`src/rtl/gcd_controller_if.sv`:
```
// Handshake and control bundle between the GCD controller (master) and its datapath/host (slave).
// Carries start/operand intake, comparator flags, load/select strobes and status.
interface gcd_controller_if #(
  parameter int CW = 8
);
  logic          start;
  logic          in_valid;
  logic          in_ready;
  logic          gt;
  logic          lt;
  logic          eq;
  logic          ldA;
  logic          ldB;
  logic          sel1;
  logic          sel2;
  logic          sel_in;
  logic          busy;
  logic          done;
  logic          err;
  logic [CW-1:0] iter_count;

  modport master (
    input  start, in_valid, gt, lt, eq,
    output in_ready, ldA, ldB, sel1, sel2, sel_in, busy, done, err, iter_count
  );

  modport slave (
    output start, in_valid, gt, lt, eq,
    input  in_ready, ldA, ldB, sel1, sel2, sel_in, busy, done, err, iter_count
  );
endinterface

```
`src/rtl/gcd_controller.sv`:
```
// Control FSM for the subtractive GCD datapath; N subtracts finish 3 + N + 1 cycles after start.
// Operand intake stalls indefinitely on in_valid; a watchdog and flag check force ERR instead of hanging.
module gcd_controller #(
  parameter int CW       = 8,
  parameter int MAX_ITER = 255
) (
  input  logic               clk,
  input  logic               rst,
  gcd_controller_if.master   bus
);

  typedef enum logic [2:0] {
    S_IDLE,
    S_LOAD_A,
    S_LOAD_B,
    S_CMP,
    S_DONE,
    S_ERR
  } state_t;

  localparam logic [CW-1:0] LAST_STEP = CW'(MAX_ITER - 1);

  state_t        state, state_nxt;
  logic [CW-1:0] iter_q, iter_nxt;
  logic          flags_ok;

  assign flags_ok       = $onehot({bus.gt, bus.lt, bus.eq});
  assign bus.iter_count = iter_q;

  always_ff @(posedge clk or posedge rst) begin
    if (rst) begin
      state  <= S_IDLE;
      iter_q <= '0;
    end else begin
      state  <= state_nxt;
      iter_q <= iter_nxt;
    end
  end

  always_comb begin
    state_nxt    = state;
    iter_nxt     = iter_q;
    bus.in_ready = 1'b0;
    bus.ldA      = 1'b0;
    bus.ldB      = 1'b0;
    bus.sel1     = 1'b0;
    bus.sel2     = 1'b0;
    bus.sel_in   = 1'b0;
    bus.busy     = 1'b0;
    bus.done     = 1'b0;
    bus.err      = 1'b0;

    case (state)
      S_IDLE, S_DONE, S_ERR: begin
        bus.done = (state == S_DONE);
        bus.err  = (state == S_ERR);
        if (bus.start) begin
          state_nxt = S_LOAD_A;
          iter_nxt  = '0;
        end
      end

      S_LOAD_A: begin
        bus.in_ready = 1'b1;
        bus.sel_in   = 1'b1;
        bus.busy     = 1'b1;
        if (bus.in_valid) begin
          bus.ldA   = 1'b1;
          state_nxt = S_LOAD_B;
        end
      end

      S_LOAD_B: begin
        bus.in_ready = 1'b1;
        bus.sel_in   = 1'b1;
        bus.busy     = 1'b1;
        if (bus.in_valid) begin
          bus.ldB   = 1'b1;
          state_nxt = S_CMP;
        end
      end

      S_CMP: begin
        bus.busy = 1'b1;
        // A flag set that is not exactly one-hot means the datapath cannot be trusted.
        if (!flags_ok) begin
          state_nxt = S_ERR;
        end else if (bus.eq) begin
          state_nxt = S_DONE;
        end else begin
          if (bus.gt) begin
            bus.sel2 = 1'b1;
            bus.ldA  = 1'b1;
          end else begin
            bus.sel1 = 1'b1;
            bus.ldB  = 1'b1;
          end
          iter_nxt = iter_q + CW'(1);
          if (iter_q == LAST_STEP) begin
            state_nxt = S_ERR;
          end
        end
      end

      default: state_nxt = S_IDLE;
    endcase
  end

endmodule

```
`src/flat_wrapper.sv`:
```
// flat-port wrapper written by rule: the top's interface ports become plain ports
module gcd_controller_flat 
#(
  parameter int CW       = 8,
  parameter int MAX_ITER = 255
)
  (clk, rst, bus_start, bus_in_valid, bus_gt, bus_lt, bus_eq, bus_in_ready, bus_ldA, bus_ldB, bus_sel1, bus_sel2, bus_sel_in, bus_busy, bus_done, bus_err, bus_iter_count);
  gcd_controller_if #(.CW(CW)) bus_i ();
  input  logic clk;
  input  logic rst;
  input wire logic [$bits(bus_i.start)-1:0] bus_start;
  input wire logic [$bits(bus_i.in_valid)-1:0] bus_in_valid;
  input wire logic [$bits(bus_i.gt)-1:0] bus_gt;
  input wire logic [$bits(bus_i.lt)-1:0] bus_lt;
  input wire logic [$bits(bus_i.eq)-1:0] bus_eq;
  output wire logic [$bits(bus_i.in_ready)-1:0] bus_in_ready;
  output wire logic [$bits(bus_i.ldA)-1:0] bus_ldA;
  output wire logic [$bits(bus_i.ldB)-1:0] bus_ldB;
  output wire logic [$bits(bus_i.sel1)-1:0] bus_sel1;
  output wire logic [$bits(bus_i.sel2)-1:0] bus_sel2;
  output wire logic [$bits(bus_i.sel_in)-1:0] bus_sel_in;
  output wire logic [$bits(bus_i.busy)-1:0] bus_busy;
  output wire logic [$bits(bus_i.done)-1:0] bus_done;
  output wire logic [$bits(bus_i.err)-1:0] bus_err;
  output wire logic [$bits(bus_i.iter_count)-1:0] bus_iter_count;
  assign bus_i.start = bus_start;
  assign bus_i.in_valid = bus_in_valid;
  assign bus_i.gt = bus_gt;
  assign bus_i.lt = bus_lt;
  assign bus_i.eq = bus_eq;
  assign bus_in_ready = bus_i.in_ready;
  assign bus_ldA = bus_i.ldA;
  assign bus_ldB = bus_i.ldB;
  assign bus_sel1 = bus_i.sel1;
  assign bus_sel2 = bus_i.sel2;
  assign bus_sel_in = bus_i.sel_in;
  assign bus_busy = bus_i.busy;
  assign bus_done = bus_i.done;
  assign bus_err = bus_i.err;
  assign bus_iter_count = bus_i.iter_count;
  gcd_controller #(.CW(CW), .MAX_ITER(MAX_ITER)) u_core (.clk(clk), .rst(rst), .bus(bus_i));
endmodule
```
`config.mk`:
```
export PLATFORM = sky130hd
export DESIGN_NAME = gcd_controller_flat
export DESIGN_NICKNAME = d
export VERILOG_FILES = /design/src/rtl/gcd_controller_if.sv /design/src/rtl/gcd_controller.sv /design/src/flat_wrapper.sv
export SDC_FILE = /design/constraint.sdc
export NUM_CORES = 1
export LEC_CHECK = 0
export CORE_UTILIZATION = 47
export DETAILED_ROUTE_END_ITERATION = 10
export GPL_TIMING_DRIVEN = 0
export PLACE_DENSITY = 0.78
export SYNTH_ARGS = -nofsm -noshare
export SYNTH_HDL_FRONTEND = slang
export SYNTH_SLANG_ARGS = --single-unit
export TNS_END_PERCENT = 100
```
`constraint.sdc`:
```
create_clock -name clk -period 2.15 [get_ports clk]
set_input_delay 0.43 -clock clk [delete_from_list [all_inputs] [get_ports clk]]
set_output_delay 0.43 -clock clk [all_outputs]
set_load 0.02 [all_outputs]
```
# After elaboration in Yosys (flattened, before gate mapping)
# Cells that the tools add are included.
# totals
ff_bits	11
output_inout_bits	17
in_bits	7
# op_classes
muxes	26
eq_ne	13
addsub	3
reduce_logical	7
# op_table
cell	n
two-way mux 8 bit	3
two-way mux 3 bit	6
one-hot mux 8 bit (2 select lines)	1
two-way mux 1 bit	13
one-hot mux 3 bit (4 select lines)	1
adder 8 x 1 -> 8 bit (second input constant)	1
equality test 8 bit (second input constant)	1
!= test 2 bit (second input constant)	4
AND reduction 4 bit	2
equality test 3 x 2 -> 1 bit (second input constant)	2
equality test 3 bit (second input constant)	2
OR reduction 3 bit	2
!= test 4 bit (second input constant)	1
one-hot mux 1 bit (2 select lines)	2
equality test 3 x 1 -> 1 bit (second input constant)	1
zero test 3 bit	1
adder 1 x 1 -> 2 bit	1
adder 2 x 1 -> 2 bit	1
equality test 2 x 1 -> 1 bit (second input constant)	1
!= test 2 x 1 -> 1 bit (second input constant)	1
nonzero test 2 bit	1
OR reduction 2 bit	1

# Depth between registers and ports, before layout
# logic_depth
depth_word	5
mapped_depth	6

# Worst setup path before layout
# Ideal clock, no wire load.
# synth_timing
path_type	input -> register
from	in bus_eq
to	reg u_core.iter_q[7], in the netlist u_core.bus.iter_count[7]
slack_ns	0.003
path_stages	5
required_ns	2.032
t_arrival_ns	2.029
cell_sequence	fa_1 > or3b_4 > nor2_8 > mux2_1 > a21o_1
# synth_between
elab_chain_cells	5
word_cells_on_any_way	6
classes_between	add/sub: 2; eq/ne: 3; reduce/logical: 1
# synth_rtl
element	line_no	source
start: declaration	flat_wrapper.sv:15	input wire logic [$bits(bus_i.eq)-1:0] bus_eq;
adder 1 x 1 -> 2 bit (not written as such)	gcd_controller.sv:27	assign flags_ok = $onehot({bus.gt, bus.lt, bus.eq});
adder 2 x 1 -> 2 bit (not written as such)	gcd_controller.sv:27	
equality test 2 x 1 -> 1 bit	gcd_controller.sv:27	
!= test 2 x 1 -> 1 bit (no source line)	-	
AND reduction 4 bit (no source line) *	-	
end signal: assignment	gcd_controller.sv:36	iter_q <= iter_nxt;
end: declaration	gcd_controller.sv:24	logic [CW-1:0] iter_q, iter_nxt;
# Every way passes the cells marked *; elsewhere a longest branch is shown, timed or not.
# A chain may end at the register's enable or synchronous reset.

# Worst setup path after layout
# layout_timing
from	in bus_eq
to	out bus_ldB
# layout_between
elab_chain_cells	5
word_cells_on_any_way	6
classes_between	add/sub: 2; eq/ne: 1; mux: 3
# layout_rtl
element	line_no	source
adder 1 x 1 -> 2 bit (not written as such)	gcd_controller.sv:27	
adder 2 x 1 -> 2 bit (not written as such)	gcd_controller.sv:27	
equality test 2 x 1 -> 1 bit	gcd_controller.sv:27	
two-way mux 1 bit *	gcd_controller.sv:86	if (!flags_ok) begin
one-hot mux 1 bit (2 select lines) *	gcd_controller.sv:53	case (state)
end: declaration	flat_wrapper.sv:18	output wire logic [$bits(bus_i.ldB)-1:0] bus_ldB;
# Marks and branches as above.

==> results.py <==
metrics = {
    "die": {
        "dieArea_um2": 2090,
        "initial_core_util": 0.509,
        "die_h_um": 45.7,
        "ios": 24,
        "die_w_um": 45.7,
        "rows": 15,
        "core_um2": 1760,
    },
    "final_layout": {
        "finalNetCount": 141,
        "fin_area_um2": 1210,
        "drive_gt1_frac": 0.242,
        "n_antenna_cell": 0,
        "area_growth_pct": 35.0,
    },
    "logic_synthesis": {
        "yosysSeqAreaShare": 0.307,
        "synth_seq_cells": 11,
        "yosysUniqueCellTypes": 44,
        "netlist_area_um2": 897,
        "ys_async_sr_fraction": 1.00,
        "syn_inst": 99,
        "syn-mean-instance-area_um2": 9.06,
        "synth.net_count": 111,
        "yosys_warnings": 0,
        "synth_edf_count": 0,
        "synth-main-ff-cell": "dfrtp_1",
    },
    "placed_design": {
        "placed_area_um2": 1160,
        "dp_hpwl_mm": 1.48,
        "port_buffers": 23,
        "dp_worst_setup_slack_ns": -1.10,
        "routabilityCongestion": 0.819,
    },
    "detailed_routing": {
        "wl_per_cell_um": 13.0,
        "firstDrtPassIters": 4,
        "drt-total-wl_mm": 1.99,
        "viasPerCell": 5.48,
        "drc_errors": 0,
        "drtIter0Drc": 15,
        "vias": 838,
        "antenna_left": 0,
    },
    "sta": {
        "clock.fmax_ghz": 0.461,
        "drv_slew": 0,
        "fin_tns_setup_ns": -0.0384,
        "finalCritPeriodShare": 1.01,
        "fin_skew_ns": 0.00143,
        "relSlewSlack": 0.726,
        "tightest_slew_ns": 0.410,
        "setup_ws_ns": -0.0208,
        "holdWs_ns": 0.437,
        "period_minus_slack_ns": 2.17,
        "setup_viol": 2,
        "rsz0062_at_grt": "true",
        "finalHoldViolCount": 0,
    },
    "power_and_ir_drop": {
        "p_seq_frac": 0.245,
        "switching_power_mw": 0.526,
        "powerDensity_nw_per_um2": 960,
        "total_leakage_power_nw": 0.569,
        "clkPwrFrac": 0.125,
        "p_sw_frac": 0.452,
        "intPower_mw": 0.637,
        "combPwrFrac": 0.630,
        "peakVddDrop_v": 0.00118,
    },
    "clocking": {
        "clkSinkCount": 11,
        "clockRootBuffer": "clkbuf_4",
        "cts_tree": "done",
        "cts_buffers": 3,
        "clkTransAtPathRegs_ns": 0.07,
        "htreeDepth": 1,
        "clk_path_buf_depth": 2,
        "clk_latency_ns": 0.27,
    },
    "job": {
        "maxCapViolCount": 0,
    },
    "worst_hold_path": {
        "hold_class": "input port to async pin",
    },
    "global_routing": {
        "antenna_found_initial": 0,
        "gr-total-overflow": 0,
        "grt_max_degree": 20,
        "grt_pass1_vias": 764,
        "grt_pass1_wl_mm": 3.38,
        "grt.total_usage": 0.226,
    },
    "critical_path": {
        "critPathLaunchType": "input port",
        "arrival_ns": 1.74,
        "required_ns": 1.72,
        "crit_type": "input port to primary output",
        "critPathMaxFanout": 4,
        "cp-end-kind": "primary output",
    },
    "outcome": {
        "status": "complete, but fails checks",
        "violations": "setup timing",
    },
}
-- cell families after synthesis --
logic type                 Yosys count  share of synthesized area
buffers and inverters               10                     0.0558
adders and majority gates            5                     0.0781
AOI/OAI and AO/OA                   23                      0.170
DFF                                 11                      0.307
and+or+nand+nor                     45                      0.329
muxes                                3                     0.0404
xor gates and xnor gates             2                     0.0195
-- final cells by class --
| cell class | count | area [um^2] |
|---|---|---|
| Sequential cell | 11 | 275 |
| Fill cell | 155 | 553 |
| Clock buffer | 4 | 26.3 |
| Inverter | 6 | 22.5 |
| Tap cell | 25 | 31.3 |
| Buffer | 3 | 22.5 |
| Multi-Input combinational cell | 78 | 597 |
| Timing Repair Buffer | 26 | 236 |
-- worst paths after layout --
path	start	to	slack, ns	depth (start not counted)
worst min-delay path	rst	u_core.bus.iter_count[7]$_DFFE_PP0P_	0.44	2
worst min register to register	u_core.bus.iter_count[6]$_DFFE_PP0P_	u_core.bus.iter_count[6]$_DFFE_PP0P_	0.52	1
min in group clk	u_core.bus.iter_count[6]$_DFFE_PP0P_	u_core.bus.iter_count[6]$_DFFE_PP0P_	0.52	1
worst max-delay path	bus_eq	bus_ldB	-0.02	7
worst max register to register	u_core.state[1]$_DFFE_PP0P_	u_core.bus.iter_count[7]$_DFFE_PP0P_	0.61	5
max in group asynchronous	rst	u_core.bus.iter_count[4]$_DFFE_PP0P_	1.43	2
-- cell usage after synthesis, types with 2 or more instances --
library cell	number	share of area
nand2_1	7	0.029
o31ai_1	2	0.017
o21ai_0	4	0.022
nor2_1	9	0.038
nand3_1	7	0.039
a21oi_1	3	0.017
buf_4	3	0.025
inv_1	6	0.025
and3_1	2	0.014
o21ai_1	3	0.017
ha_1	4	0.056
nor3_1	4	0.022
a31oi_1	3	0.021
dfrtp_1	11	0.31
a21o_1	2	0.017
-- power by group through the flow --
| stage | Clock [mW] | Sequential [mW] | Combinational, mW |
|---|---|---|---|
| 2_1_floorplan | 0 | 0.290 | 0.498 |
| 3_3_place_gp | 0 | 0.287 | 0.738 |
| 3_5_place_dp | 0 | 0.290 | 0.740 |
| 4_1_cts | 0.146 | 0.285 | 0.724 |
| 5_1_grt | 0.158 | 0.292 | 0.794 |
| 6_report | 0.146 | 0.285 | 0.732 |
-- routing by layer --
layer,part of all wire,track usage,wire [um],vias to the layer above
li1,-,-,-,419
met1,0.46,0.296,910,391
met2,0.48,0.369,962,23
met3,0.036,0.0238,71,5
met4,0.022,0.106,43,0
met5,0,0,0,-
-- worst max-delay path, cell delays in order --
cell and delay (ns):
buf_8 0.10, fa_1 0.55, nor2b_4 0.20, nand3_2 0.08, o21ai_2 0.06, and3b_1 0.20
buf_6 0.12
-- timing repair --
| item | 4_1_cts | 5_1_grt |
|---|---|---|
| pin swaps | 3 | 2 |
| hold buffers | 0 | 0 |
| setup endpoints to repair | 19 | 5 |
| setup buffers | 3 | 0 |
| cloned | 0 | 0 |
| gates resized for setup | 40 | 4 |
-- cell usage in the layout (no fill, tap or decap), types with 2 or more instances in the layout --
master,instances
buf_2,2
clkdlybuf4s50_1,12
a31oi_1,3
clkbuf_4,3
buf_4,6
nand3_2,2
o21ai_0,3
dlygate4sd2_1,3
o21ai_1,3
nor2_1,9
a21o_1,2
ha_1,4
a21oi_1,2
buf_6,2
nand2_1,7
inv_1,6
and3_1,2
o31ai_1,2
clkbuf_2,2
nand3_1,5
nor3_1,4
dfrtp_1,11
-- per-stage QoR --
stage	util	power, mW	std cells
floorplan	-	0.788	99
global placement	0.657	1.02	147
detailed placement	0.657	1.03	147
CTS	0.687	1.15	153
global route	0.687	1.25	153
finish	0.687	1.16	153
-- sequential cells by signal (all words and copies together) (netlist names) --
register,cells
u_core.state,3
u_core.bus.iter_count,8
Power figures use the tool's default switching activity.
